File: config.mk
export PLATFORM = sky130hd
export DESIGN_NAME = data_ram_arbiter_flat
export DESIGN_NICKNAME = d
export VERILOG_FILES = /design/src/rtl/data_ram_arbiter_pkg.sv /design/src/rtl/data_ram_arbiter_if.sv /design/src/rtl/data_ram_arbiter_arb_rr2.sv /design/src/rtl/data_ram_arbiter.sv /design/src/flat_wrapper.sv
export SDC_FILE = /design/constraint.sdc
export NUM_CORES = 1
export LEC_CHECK = 0
export BUFFER_PORTS_ARGS = -buffer_cell sky130_fd_sc_hd__buf_4
export CELL_PAD_IN_SITES_DETAIL_PLACEMENT = 1
export CELL_PAD_IN_SITES_GLOBAL_PLACEMENT = 2
export CORE_MARGIN = 2
export CORE_UTILIZATION = 24
export DETAILED_ROUTE_END_ITERATION = 10
export PLACE_DENSITY = 0.79
export SETUP_SLACK_MARGIN = 0.3
export SLEW_MARGIN = 25
export SYNTH_ARGS = -nofsm -noshare
export SYNTH_HDL_FRONTEND = slang
export SYNTH_SLANG_ARGS = --single-unit
File: constraint.sdc
create_clock -name i_clk -period 1.4 [get_ports i_clk]
set_clock_uncertainty 0.15 [all_clocks]
set_input_delay 0.14 -clock i_clk [delete_from_list [all_inputs] [get_ports i_clk]]
set_output_delay 0.14 -clock i_clk [all_outputs]
set_load 0.05 [all_outputs]
File: src/rtl/data_ram_arbiter_pkg.sv
// Shared types and widths for the data RAM arbiter.
// Contents: register/byte widths, arbiter state encoding, owner width,
//           command payload struct and an owner helper.
package data_ram_arbiter_pkg;

  localparam int unsigned RegWidth      = 32;
  localparam int unsigned ByteWidth     = RegWidth / 8;
  localparam int unsigned ArbStateWidth = 2;
  localparam int unsigned ArbOwnerWidth = 1;

  typedef enum logic [ArbStateWidth-1:0] {
    ARB_IDLE   = 2'd0,
    ARB_ACTIVE = 2'd1,
    ARB_LOCKED = 2'd2
  } arb_state_e;

  // Command held for one cycle between grant and RAM issue.
  typedef struct packed {
    logic                     we;
    logic [ArbOwnerWidth-1:0] owner;
    logic [RegWidth-1:0]      addr;
    logic [ByteWidth-1:0]     sel;
    logic [RegWidth-1:0]      wdata;
  } arb_cmd_t;

  // The requester that is not `o`.
  function automatic logic [ArbOwnerWidth-1:0] other_owner(input logic [ArbOwnerWidth-1:0] o);
    return ~o;
  endfunction

endpackage

File: src/rtl/data_ram_arbiter_if.sv
// Bus bundle between the two requesters (m0 = CPU mem stage, m1 = DMA/debug),
// the arbiter and data_ram.
// Modports: master = requesters + RAM side, slave = arbiter.
interface data_ram_arbiter_if
  import data_ram_arbiter_pkg::*;
#(
  parameter int unsigned AW = RegWidth,
  parameter int unsigned DW = RegWidth
);
  localparam int unsigned SW = DW / 8;

  logic          m0_req, m0_we, m0_lock, m0_gnt, m0_rvalid;
  logic [AW-1:0] m0_addr;
  logic [SW-1:0] m0_sel;
  logic [DW-1:0] m0_wdata, m0_rdata;

  logic          m1_req, m1_we, m1_lock, m1_gnt, m1_rvalid;
  logic [AW-1:0] m1_addr;
  logic [SW-1:0] m1_sel;
  logic [DW-1:0] m1_wdata, m1_rdata;

  logic          ram_en, ram_we, ram_re;
  logic [AW-1:0] ram_addr;
  logic [SW-1:0] ram_sel;
  logic [DW-1:0] ram_wdata, ram_rdata;

  modport master (
    output m0_req, m0_we, m0_addr, m0_sel, m0_wdata, m0_lock,
    output m1_req, m1_we, m1_addr, m1_sel, m1_wdata, m1_lock,
    input  m0_gnt, m0_rvalid, m0_rdata, m1_gnt, m1_rvalid, m1_rdata,
    input  ram_en, ram_we, ram_re, ram_addr, ram_sel, ram_wdata,
    output ram_rdata
  );

  modport slave (
    input  m0_req, m0_we, m0_addr, m0_sel, m0_wdata, m0_lock,
    input  m1_req, m1_we, m1_addr, m1_sel, m1_wdata, m1_lock,
    output m0_gnt, m0_rvalid, m0_rdata, m1_gnt, m1_rvalid, m1_rdata,
    output ram_en, ram_we, ram_re, ram_addr, ram_sel, ram_wdata,
    input  ram_rdata
  );

endinterface

File: src/rtl/data_ram_arbiter_arb_rr2.sv
// Two-way request picker: round-robin by pointer, or fixed m0 priority.
// Ports: i_req[1:0] requests, i_ptr preferred requester on contention,
//        i_prio 1 = m0 always wins, o_gnt_c[1:0] one-hot grant (combinational).
module data_ram_arbiter_arb_rr2 (
  input  logic [1:0] i_req,
  input  logic       i_ptr,
  input  logic       i_prio,
  output logic [1:0] o_gnt_c
);

  always_comb begin
    o_gnt_c = 2'b00;
    unique case (i_req)
      2'b01:   o_gnt_c = 2'b01;
      2'b10:   o_gnt_c = 2'b10;
      2'b11:   o_gnt_c = (i_prio || !i_ptr) ? 2'b01 : 2'b10;
      default: o_gnt_c = 2'b00;
    endcase
  end

endmodule

File: src/rtl/data_ram_arbiter.sv
// Shares the data_ram port between m0 (CPU mem stage) and m1 (DMA/debug).
// Grant in cycle N, command on ram_* in N+1, read data returned with a
// one-cycle rvalid pulse to the owner in N+2. One access per cycle.
// Ports: i_clk, i_rst (async, active-low), io_bus (slave modport).
// Optional: DATA_RAM_ARB_LOCK_EN enables mX_lock ownership holding for up to
// LOCK_MAX consecutive grants; without it mX_lock is ignored.
module data_ram_arbiter
  import data_ram_arbiter_pkg::*;
#(
  parameter int unsigned AW       = RegWidth,
  parameter int unsigned DW       = RegWidth,
  parameter bit          PRIO_M0  = 1'b0,
  parameter int unsigned LOCK_MAX = 16
) (
  input  logic              i_clk,
  input  logic              i_rst,
  data_ram_arbiter_if.slave io_bus
);

  localparam int unsigned SW = DW / 8;

  logic [1:0]               w_req, w_req_elig, w_gnt;
  logic                     w_any_gnt;
  logic [ArbOwnerWidth-1:0] w_win;
  arb_cmd_t                 w_win_cmd;

  arb_state_e               r_state, w_state_nxt;
  logic [ArbOwnerWidth-1:0] r_ptr, w_ptr_nxt;

  arb_cmd_t                 r_cmd;
  logic                     r_ram_en, r_ram_re;
  logic [1:0]               r_rvalid;
  logic [DW-1:0]            r_rdata0, r_rdata1;

  // Requests are masked while reset is held so no grant leaks out of reset.
  assign w_req = {io_bus.m1_req, io_bus.m0_req} & {2{i_rst}};

`ifdef DATA_RAM_ARB_LOCK_EN
  localparam int unsigned LockCntW = $clog2(LOCK_MAX + 1);

  logic [LockCntW-1:0]      r_lock_cnt, w_lock_cnt_nxt;
  logic [ArbOwnerWidth-1:0] r_lock_own, w_lock_own_nxt;
  logic                     w_win_lock;

  // Only the lock owner may compete while the lock is held.
  always_comb begin
    w_req_elig = w_req;
    if (r_state == ARB_LOCKED) w_req_elig = w_req & (r_lock_own[0] ? 2'b10 : 2'b01);
  end

  assign w_win_lock = w_win[0] ? io_bus.m1_lock : io_bus.m0_lock;
`else
  logic w_unused;
  assign w_req_elig = w_req;
  assign w_unused   = ^{io_bus.m0_lock, io_bus.m1_lock, 1'(LOCK_MAX)};
`endif

  data_ram_arbiter_arb_rr2 u_arb (
    .i_req  (w_req_elig),
    .i_ptr  (r_ptr[0]),
    .i_prio (PRIO_M0),
    .o_gnt_c(w_gnt)
  );

  assign w_any_gnt     = |w_gnt;
  assign w_win         = ArbOwnerWidth'(w_gnt[1]);
  assign io_bus.m0_gnt = w_gnt[0];
  assign io_bus.m1_gnt = w_gnt[1];

  // Winning requester's fields, captured into r_cmd at the grant edge.
  always_comb begin
    w_win_cmd       = '0;
    w_win_cmd.owner = w_win;
    if (w_win[0]) begin
      w_win_cmd.we    = io_bus.m1_we;
      w_win_cmd.addr  = RegWidth'(io_bus.m1_addr);
      w_win_cmd.sel   = ByteWidth'(io_bus.m1_sel);
      w_win_cmd.wdata = RegWidth'(io_bus.m1_wdata);
    end else begin
      w_win_cmd.we    = io_bus.m0_we;
      w_win_cmd.addr  = RegWidth'(io_bus.m0_addr);
      w_win_cmd.sel   = ByteWidth'(io_bus.m0_sel);
      w_win_cmd.wdata = RegWidth'(io_bus.m0_wdata);
    end
  end

  // Next state: ACTIVE whenever a command is granted; pointer goes to the loser.
  always_comb begin
    w_state_nxt = ARB_IDLE;
    w_ptr_nxt   = r_ptr;
`ifdef DATA_RAM_ARB_LOCK_EN
    w_lock_cnt_nxt = '0;
    w_lock_own_nxt = r_lock_own;
`endif
    if (w_any_gnt) begin
      w_state_nxt = ARB_ACTIVE;
      w_ptr_nxt   = other_owner(w_win);
`ifdef DATA_RAM_ARB_LOCK_EN
      if (r_state == ARB_LOCKED) begin
        // Stay locked until the owner drops lock or the grant budget is spent.
        if (w_win_lock && ((r_lock_cnt + LockCntW'(1)) != LockCntW'(LOCK_MAX))) begin
          w_state_nxt    = ARB_LOCKED;
          w_lock_cnt_nxt = r_lock_cnt + LockCntW'(1);
        end
      end else if (w_win_lock && (LOCK_MAX > 1)) begin
        w_state_nxt    = ARB_LOCKED;
        w_lock_cnt_nxt = LockCntW'(1);
        w_lock_own_nxt = w_win;
      end
`endif
    end
  end

  // Arbitration state register.
  always_ff @(posedge i_clk or negedge i_rst) begin
    if (!i_rst) begin
      r_state <= ARB_IDLE;
      r_ptr   <= '0;
`ifdef DATA_RAM_ARB_LOCK_EN
      r_lock_cnt <= '0;
      r_lock_own <= '0;
`endif
    end else begin
      r_state <= w_state_nxt;
      r_ptr   <= w_ptr_nxt;
`ifdef DATA_RAM_ARB_LOCK_EN
      r_lock_cnt <= w_lock_cnt_nxt;
      r_lock_own <= w_lock_own_nxt;
`endif
    end
  end

  // Command stage and read-return registers; an empty stage drives all zeros.
  always_ff @(posedge i_clk or negedge i_rst) begin
    if (!i_rst) begin
      r_cmd    <= '0;
      r_ram_en <= 1'b0;
      r_ram_re <= 1'b0;
      r_rvalid <= '0;
      r_rdata0 <= '0;
      r_rdata1 <= '0;
    end else begin
      r_cmd    <= w_any_gnt ? w_win_cmd : '0;
      r_ram_en <= w_any_gnt;
      r_ram_re <= w_any_gnt & ~w_win_cmd.we;
      r_rvalid <= '0;
      if ((r_state != ARB_IDLE) && !r_cmd.we) begin
        if (r_cmd.owner == ArbOwnerWidth'(1)) begin
          r_rvalid[1] <= 1'b1;
          r_rdata1    <= io_bus.ram_rdata;
        end else begin
          r_rvalid[0] <= 1'b1;
          r_rdata0    <= io_bus.ram_rdata;
        end
      end
    end
  end

  assign io_bus.ram_en    = r_ram_en;
  assign io_bus.ram_we    = r_cmd.we;
  assign io_bus.ram_re    = r_ram_re;
  assign io_bus.ram_addr  = AW'(r_cmd.addr);
  assign io_bus.ram_sel   = SW'(r_cmd.sel);
  assign io_bus.ram_wdata = DW'(r_cmd.wdata);

  assign io_bus.m0_rvalid = r_rvalid[0];
  assign io_bus.m1_rvalid = r_rvalid[1];
  assign io_bus.m0_rdata  = r_rdata0;
  assign io_bus.m1_rdata  = r_rdata1;

endmodule

File: src/flat_wrapper.sv
// flat-port wrapper written by rule: the top's interface ports become plain ports
module data_ram_arbiter_flat import data_ram_arbiter_pkg::*;
#(
  parameter int unsigned AW       = RegWidth,
  parameter int unsigned DW       = RegWidth,
  parameter bit          PRIO_M0  = 1'b0,
  parameter int unsigned LOCK_MAX = 16
)
  (i_clk, i_rst, io_bus_m0_req, io_bus_m0_we, io_bus_m0_addr, io_bus_m0_sel, io_bus_m0_wdata, io_bus_m0_lock, io_bus_m1_req, io_bus_m1_we, io_bus_m1_addr, io_bus_m1_sel, io_bus_m1_wdata, io_bus_m1_lock, io_bus_m0_gnt, io_bus_m0_rvalid, io_bus_m0_rdata, io_bus_m1_gnt, io_bus_m1_rvalid, io_bus_m1_rdata, io_bus_ram_en, io_bus_ram_we, io_bus_ram_re, io_bus_ram_addr, io_bus_ram_sel, io_bus_ram_wdata, io_bus_ram_rdata);
  data_ram_arbiter_if #(.AW(AW), .DW(DW)) io_bus_i ();
  input  logic i_clk;
  input  logic i_rst;
  input wire logic [$bits(io_bus_i.m0_req)-1:0] io_bus_m0_req;
  input wire logic [$bits(io_bus_i.m0_we)-1:0] io_bus_m0_we;
  input wire logic [$bits(io_bus_i.m0_addr)-1:0] io_bus_m0_addr;
  input wire logic [$bits(io_bus_i.m0_sel)-1:0] io_bus_m0_sel;
  input wire logic [$bits(io_bus_i.m0_wdata)-1:0] io_bus_m0_wdata;
  input wire logic [$bits(io_bus_i.m0_lock)-1:0] io_bus_m0_lock;
  input wire logic [$bits(io_bus_i.m1_req)-1:0] io_bus_m1_req;
  input wire logic [$bits(io_bus_i.m1_we)-1:0] io_bus_m1_we;
  input wire logic [$bits(io_bus_i.m1_addr)-1:0] io_bus_m1_addr;
  input wire logic [$bits(io_bus_i.m1_sel)-1:0] io_bus_m1_sel;
  input wire logic [$bits(io_bus_i.m1_wdata)-1:0] io_bus_m1_wdata;
  input wire logic [$bits(io_bus_i.m1_lock)-1:0] io_bus_m1_lock;
  output wire logic [$bits(io_bus_i.m0_gnt)-1:0] io_bus_m0_gnt;
  output wire logic [$bits(io_bus_i.m0_rvalid)-1:0] io_bus_m0_rvalid;
  output wire logic [$bits(io_bus_i.m0_rdata)-1:0] io_bus_m0_rdata;
  output wire logic [$bits(io_bus_i.m1_gnt)-1:0] io_bus_m1_gnt;
  output wire logic [$bits(io_bus_i.m1_rvalid)-1:0] io_bus_m1_rvalid;
  output wire logic [$bits(io_bus_i.m1_rdata)-1:0] io_bus_m1_rdata;
  output wire logic [$bits(io_bus_i.ram_en)-1:0] io_bus_ram_en;
  output wire logic [$bits(io_bus_i.ram_we)-1:0] io_bus_ram_we;
  output wire logic [$bits(io_bus_i.ram_re)-1:0] io_bus_ram_re;
  output wire logic [$bits(io_bus_i.ram_addr)-1:0] io_bus_ram_addr;
  output wire logic [$bits(io_bus_i.ram_sel)-1:0] io_bus_ram_sel;
  output wire logic [$bits(io_bus_i.ram_wdata)-1:0] io_bus_ram_wdata;
  input wire logic [$bits(io_bus_i.ram_rdata)-1:0] io_bus_ram_rdata;
  assign io_bus_i.m0_req = io_bus_m0_req;
  assign io_bus_i.m0_we = io_bus_m0_we;
  assign io_bus_i.m0_addr = io_bus_m0_addr;
  assign io_bus_i.m0_sel = io_bus_m0_sel;
  assign io_bus_i.m0_wdata = io_bus_m0_wdata;
  assign io_bus_i.m0_lock = io_bus_m0_lock;
  assign io_bus_i.m1_req = io_bus_m1_req;
  assign io_bus_i.m1_we = io_bus_m1_we;
  assign io_bus_i.m1_addr = io_bus_m1_addr;
  assign io_bus_i.m1_sel = io_bus_m1_sel;
  assign io_bus_i.m1_wdata = io_bus_m1_wdata;
  assign io_bus_i.m1_lock = io_bus_m1_lock;
  assign io_bus_m0_gnt = io_bus_i.m0_gnt;
  assign io_bus_m0_rvalid = io_bus_i.m0_rvalid;
  assign io_bus_m0_rdata = io_bus_i.m0_rdata;
  assign io_bus_m1_gnt = io_bus_i.m1_gnt;
  assign io_bus_m1_rvalid = io_bus_i.m1_rvalid;
  assign io_bus_m1_rdata = io_bus_i.m1_rdata;
  assign io_bus_ram_en = io_bus_i.ram_en;
  assign io_bus_ram_we = io_bus_i.ram_we;
  assign io_bus_ram_re = io_bus_i.ram_re;
  assign io_bus_ram_addr = io_bus_i.ram_addr;
  assign io_bus_ram_sel = io_bus_i.ram_sel;
  assign io_bus_ram_wdata = io_bus_i.ram_wdata;
  assign io_bus_i.ram_rdata = io_bus_ram_rdata;
  data_ram_arbiter #(.AW(AW), .DW(DW), .PRIO_M0(PRIO_M0), .LOCK_MAX(LOCK_MAX)) u_core (.i_clk(i_clk), .i_rst(i_rst), .io_bus(io_bus_i));
endmodule
==> results of run 1 <==
[sequential cells by signal, summed over array words and instances (netlist names)]
name	flops
u_core.r_ptr	1
u_core.io_bus.ram_we	1
u_core.r_cmd	1
u_core.io_bus.ram_addr	32
u_core.io_bus.ram_re	1
u_core.io_bus.m0_rdata	32
u_core.io_bus.m1_rdata	32
u_core.io_bus.ram_sel	4
u_core.r_rvalid	2
u_core.io_bus.ram_wdata	32
u_core.io_bus.ram_en	1
[worst min-delay path by stage]
stage,startpoint,endpoint,cells after the start
global route,i_rst,u_core.io_bus.ram_addr[27],4
detailed placement,i_rst,u_core.io_bus.ram_sel[3],2
floorplan,i_rst,u_core.io_bus.m0_rdata[0],0
global placement,i_rst,u_core.io_bus.ram_sel[3],2
CTS,i_rst,u_core.io_bus.ram_wdata[18],4
finish,i_rst,u_core.io_bus.ram_addr[27],4
[area by class of cell]
cell class / count / area, um2 / share of cell area, %
Sequential cell: 139 / 3483 / 25.07
Timing Repair Buffer: 615 / 6256 / 45.02
Inverter: 2 / 10.01 / 0.07203
Clock inverter: 14 / 126.4 / 0.9094
Tap cell: 330 / 412.9 / 2.971
Clock buffer: 18 / 429.2 / 3.088
Multi-Input combinational cell: 286 / 3173 / 22.83
Antenna cell: 2 / 5.005 / 0.03602
[cell families after synthesis]
logic type / count (synthesis) / synth area share [%]
AOI/OAI and AO/OA: 75 / 10.48
buffers and inverters: 115 / 12.10
DFF: 139 / 56.33
muxes: 64 / 11.67
and+or+nand+nor: 147 / 9.423
[cells in the final DEF, fill, tap and decap left out, drive strengths merged, types with 2 or more instances in the layout]
master | Yosys | layout
buf | 91 | 417
dlygate4sd3 | 0 | 185
nand2 | 140 | 140
dfrtp | 139 | 139
o32ai | 70 | 70
mux2 | 64 | 64
clkbuf | 22 | 26
inv | 2 | 10
clkinv | 0 | 3
clkinvlp | 0 | 3
dlymetal6s4s | 0 | 3
diode | 0 | 2
nand2b | 2 | 2
nor2 | 2 | 2
a21oi | 2 | 2
[critical path: stages (launching register included)]
cell,delay [ns]
dfrtp_2,0.44
nor3b_4,0.20
buf_6,0.19
clkbuf_16,0.19
mux2_2,0.34
[report_power, final]
part           switching (mW)  internal, mW
clock network            2.10          2.34
registers               0.562          4.67
logic                    4.19          3.67
total                    6.85          10.7
[timing repair]
action | in CTS | in global routing
cloned | 6 | 9
pin swaps | 1 | 3
hold endpoints to repair | 275 | 7
resized for setup | 159 | 122
endpoints found under the setup margin | 276 | 355
setup buffers | 24 | 29
hold buffers | 187 | 3
[stage by stage]
stage	utilization (%)	cells	hold WS, ns	cell area, um2	worst slack [ns]
after floorplan	-	540	-0.3056	6888	-0.2760
after global placement	36.92	1114	0.09412	9323	-0.1250
after detailed placement	36.92	1114	0.08892	9323	-0.1398
after CTS	50.51	1363	0.06411	12750	-0.2185
after global routing	55.00	1404	0.04892	13890	-0.2447
final	55.02	1406	0.02997	13900	-0.2274
[routing by layer]
metal	vias up	GRT usage, %	wire [um]
met5	-	0	0
met4	0	5.059	741
met3	50	5.500	2045
met2	268	37.98	17290
met1	3235	23.65	11930
li1	2874	-	-
==> metrics.yaml, run 1 <==
power_and_ir_drop:
  power_density_nw_per_um2: 1261
  power.leakage_nw: 6.429
  vdd_drop_max_mv: 1.079
  finalPower_mw: 17.53
clocking:
  cts_buffers: 17
  clk_latency_ns: 0.42
  clock_path_buffers: 2
  clockRootBuffer: "clkbuf_16"
  cts_tree: "yes"
  clock-sinks: 139
  htreeDepth: 4
  clk_pin_slew_ns: 0.07
critical_path:
  worst-setup-path-type: "reg -> reg"
  cp-end-kind: "flip-flop"
  ff2ff_path_depth: 4
  r2r-end: "u_core.io_bus.m0_rdata[4]"
  crit_start: "u_core.io_bus.ram_we"
  crit_end: "u_core.io_bus.m0_rdata[4]"
  crit_arrival_ns: 1.79
  startpoint_type: "flip-flop"
  critPathMaxFanout: 8
  r2r_start: "u_core.io_bus.ram_we"
  worst_ep_required_time_ns: 1.56
  reg2reg_slack_ns: -0.23
place:
  place_hpwl_um: 15380
  portBuffers: 312
  gp_congestion: 0.7525
route:
  wirelength_um: 32010
  drt-initial-drc-count: 296
  num_vias: 6427
  drc: 0
  ant_nets: 0
  drt-wirelength-per-cell_um: 22.77
  first_pass_iters: 4
  viasPerCell: 4.571
global_route:
  antenna_found_initial: 1
  grt_max_degree: 60
  grt_pass1_wl_um: 42030
  grt_pass1_vias: 7197
  grt_usage_pct: 20.61
  overflow: 0
timing:
  layout_min_cycle_time_ns: 1.627
  fin_setup_tns_ns: -15.05
  finalCritPeriodShare_pct: 116.2
  maxSlewViolCount: 0
  slew_headroom_pct: 44.06
  grt_setup_unrepaired: "true"
  worst_pin_slew_ns: 0.8377
  finalHoldViolCount: 0
  setup_ws_ns: -0.2274
  setup_violations: 137
  fmax_ghz: 0.6145
synthesis:
  synth-seq-cells: 139
  synth_common_cells: "nand2_1 (140), dfrtp_1 (139), buf_4 (73)"
  seq_area_frac_synth_pct: 56.33
  synth_cell_types: 20
  yosys-top-cells-area: "dfrtp_1 (56%), mux2_2 (10%), o32ai_1 (9.9%)"
  yosys_warnings: 0
  synth_top_area_cell: "dfrtp_1"
  netlist_area_um2: 6175
  synth_ff_type: "dfrtp_1"
  syn_inst: 540
  synth_top_cell_area_share_pct: 56.33
  synth_nets: 716
  synth_edf_count: 0
  post-synth-top-count-cell: "nand2_1"
  synthArstFlopShare_pct: 100.0
  synth_area_per_cell_um2: 11.43
run:
  max_cap_violations: 0
floorplan:
  initial_core_util_pct: 24.45
  num_rows: 58
  fp.dieW_um: 164.4
  boundaryPins: 315
  die_h_um: 164.4
  core_area_um2: 25250
  dieArea_um2: 27030
run_status:
  outcome: "complete, but fails checks"
  violations: "setup timing"
cells_and_area:
  layout-drive-gt1-share_pct: 56.24
  fin_nets: 1237
  syn2layout_area_growth_pct: 125.0
  fill_cells: 2494
min_path:
  worstHoldPathType: "in -> async"
(Power assumes the default switching activity.)
==> run 2: changes to the inputs <==
--- a/config.mk
+++ b/config.mk
@@ -5,11 +5,12 @@
 export SDC_FILE = /design/constraint.sdc
 export NUM_CORES = 1
 export LEC_CHECK = 0
+export ABC_AREA = 1
 export BUFFER_PORTS_ARGS = -buffer_cell sky130_fd_sc_hd__buf_4
 export CELL_PAD_IN_SITES_DETAIL_PLACEMENT = 1
 export CELL_PAD_IN_SITES_GLOBAL_PLACEMENT = 2
 export CORE_MARGIN = 2
-export CORE_UTILIZATION = 24
+export CORE_UTILIZATION = 22
 export DETAILED_ROUTE_END_ITERATION = 10
 export PLACE_DENSITY = 0.79
 export SETUP_SLACK_MARGIN = 0.3
==> run 2 against run 1 <==
The run ends with hold timing, setup timing left. Hold slack worse by 0.43 ns. Final cell count rose by 20%. Critical path depth rose by 5. Largest cell class unchanged.
==> metrics.yaml, run 2 <==
power_and_ir_drop:
  p_int_mw: 10.42  # -2.4%
  clockPowerShare_pct: 25.3  # about the same
  seq_power_share_pct: 29.7  # about the same
  combPwrFrac_pct: 45.0  # +0.2 points
  p_switching_mw: 6.997  # +2.1%
  power.leakage_nw: 7.266  # +13%
  power_density_nw_per_um2: 1252  # -0.72%
  switching_share_pct: 40.17  # +1.1 points
  vdd_drop_max_mv: 0.6435  # -40%
floorplan:
  boundaryPins: 315  # unchanged
  fp.dieW_um: 172.9  # +5.1%
  dieArea_um2: 29880  # +11%
  die_h_um: 172.9  # +5.1%
  num_rows: 61  # +5.2%
  initial_core_util_pct: 22.45  # -2.0 points
  core_area_um2: 27930  # +11%
synthesis:
  synth_cell_types: 15  # -25%
  syn_inst: 771  # +43%
  synth_nets: 947  # +32%
  seq_area_frac_synth_pct: 55.46  # -0.88 points
  synth-seq-cells: 139  # unchanged
  synth_common_cells: "nand2_1 (207), dfrtp_1 (139), nor2_1 (138)"
  synth_edf_count: 0  # unchanged
  yosys_warnings: 0  # unchanged
  synthArstFlopShare_pct: 100.0  # unchanged
  synth_top_cell_area_share_pct: 55.46  # -0.88 points
  post-synth-top-count-cell: "nand2_1"
  yosys-top-cells-area: "dfrtp_1 (55%), nand2_1 (12%), buf_4 (8.6%)"
  netlist_area_um2: 6272  # +1.6%
  synth_top_area_cell: "dfrtp_1"
  synth_ff_type: "dfrtp_1"
  synth_area_per_cell_um2: 8.135  # -29%
cells_and_area:
  antennaDiodeCount: 0  # -2
  final_util_pct: 49.80  # -5.2 points
  layout-drive-gt1-share_pct: 49.96  # -6.3 points
  final_cells: 1691  # +20%
  syn2layout_area_growth_pct: 121.8
  fin_nets: 1477  # +19%
  final_cell_mix: "buf_4 (246), dlygate4sd3_1 (170), buf_6 (149), nand2_1 (136), dfrtp_1 (133)"
  layout.cells.most_common: "buf_4"
place:
  portBuffers: 312  # unchanged
  gp_congestion: 0.7585  # +0.80%
  place_hpwl_um: 15010  # -2.4%
  dp_cells: 1377  # +24%
route:
  viasPerCell: 4.197  # -8.2%
  drt-wirelength-per-cell_um: 19.65  # -14%
  drt-initial-drc-count: 254  # -14%
  wirelength_um: 33240  # +3.8%
  first_pass_iters: 4  # unchanged
  num_vias: 7097  # +10%
  drc: 0  # unchanged
  ant_nets: 0  # unchanged
run_status:
  violations: "hold timing, setup timing"
  outcome: "complete, but fails checks"
clocking:
  clockRootBuffer: "clkbuf_16"
  clock_path_buffers: 2  # unchanged
  ctsHoldBuffers: 170  # -9.1%
  cts_buffers: 17  # unchanged
  clk_latency_ns: 0.40  # -0.02 ns
  clock-sinks: 139  # unchanged
  clk_pin_slew_ns: 0.07  # about the same
  htreeDepth: 4  # unchanged
  cts_tree: "yes"
critical_path:
  crit_arrival_ns: 1.78  # about the same
  startpoint_type: "flip-flop"
  worst_ep_required_time_ns: 1.56  # about the same
  worst-setup-path-type: "reg -> reg"
  critPathMaxFanout: 10  # +2
  cp-end-kind: "flip-flop"
global_route:
  grt_pass1_vias: 7722  # +7.3%
  grt_max_degree: 48  # -20%
  antenna_found_initial: 0  # -1
  overflow: 0  # unchanged
  grt_pass1_wl_um: 44540  # +6.0%
  grt_usage_pct: 19.24  # -1.4 points
timing:
  layout_min_cycle_time_ns: 1.619  # -0.008203 ns
  worst_pin_slew_ns: 0.4468  # -0.3909 ns
  finalCritPeriodShare_pct: 115.7  # -0.59 points
  whs_ns: -0.4039  # -0.4338 ns
  slew_headroom_pct: 70.21  # +26 points
  finalHoldViolCount: 82  # +82
  setup_ws_ns: -0.2192  # +0.008203 ns
  maxSlewViolCount: 0  # unchanged
  grt_setup_unrepaired: "true"
  fmax_ghz: 0.6176  # +0.51%
  setup_violations: 80  # -42%
run:
  max_cap_violations: 0  # unchanged
min_path:
  worstHoldPathType: "in -> async"
-- run 2: critical path, stage by stage (launching register included) --
cell	delay, ns
dfrtp_1	0.37
inv_2	0.06
nand2_4	0.10
nand2_8	0.06
buf_6	0.14
clkbuf_16	0.17
buf_12	0.14
buf_16	0.15
nor2_1	0.12
nor2_1	0.06
-- run 2: through the flow --
stage	cell area, um2	TNS [ns]	worst slack, ns	power (mW)
3_5_place_dp	8676	0	0.01022	9.882
3_3_place_gp	8648	0	0.005035	9.796
4_1_cts	12520	-10.73	-0.2124	16.02
2_1_floorplan	6412	0	0.07186	8.253
5_1_grt	13910	-17.02	-0.3022	18.11
6_report	13910	-9.826	-0.2192	17.42
-- run 2: cells by family (layout without fill, tap and decap cells) --
logic type             count (synthesis)  after routing  share of synthesized area, %
AO/OA/AOI/OAI                         66             66                         5.306
buffers and inverters                215            757                         18.07
AND/OR/NAND/NOR                      351            351                         21.17
flip-flops                           139            139                         55.46
-- run 2: worst paths after layout --
kind	from	endpoint	slack, ns	cells after the start
setup / recovery	u_core.r_ptr	u_core.io_bus.ram_addr[1]	-0.22	9
hold / removal	i_rst	u_core.io_bus.ram_addr[25]	-0.40	2
setup reg to reg	u_core.r_ptr	u_core.io_bus.ram_addr[1]	-0.22	9
hold reg to reg	u_core.io_bus.m0_rdata[4]	u_core.io_bus.m0_rdata[4]	0.40	2
max in group asynchronous	i_rst	u_core.io_bus.ram_wdata[19]	0.86	3
min in group i_clk	io_bus_m1_req	u_core.r_ptr	-0.07	3
-- run 2: timing repair --
item / in CTS / in global routing
gates cloned: 19 / 10
pin swaps: 6 / 38
setup endpoints to repair: 277 / 277
gates resized for setup: 239 / 196
buffers inserted: 26 / 58
endpoints found under the hold margin: 188 / 54
-- run 2: layout make-up --
class / count / area, um2
timing repair buffer: 615 / 6440
multi-input combinational: 417 / 2527
fill: 3042 / 14020
clock buffer: 17 / 425.4
tap: 378 / 473.0
clock inverter: 14 / 123.9
sequential: 139 / 3486
inverter: 111 / 436.7
-- run 2: layer usage --
layer / vias up / global-route usage [%] / wire, um
li1: 3272 / - / -
met1: 3531 / 21.35 / 12880
met2: 256 / 35.52 / 17700
met3: 38 / 5.585 / 1858
met4: 0 / 5.508 / 799
met5: - / 0 / 0
-- run 2: power groups by stage --
| stage | combinational, mW | clock (mW) | sequential [mW] |
|---|---|---|---|
| after floorplan | 1.70 | 0 | 6.55 |
| after global placement | 4.82 | 0 | 4.97 |
| after detailed placement | 4.88 | 0 | 5.00 |
| after CTS | 6.37 | 4.58 | 5.08 |
| after global routing | 8.16 | 4.73 | 5.23 |
| final | 7.84 | 4.40 | 5.18 |
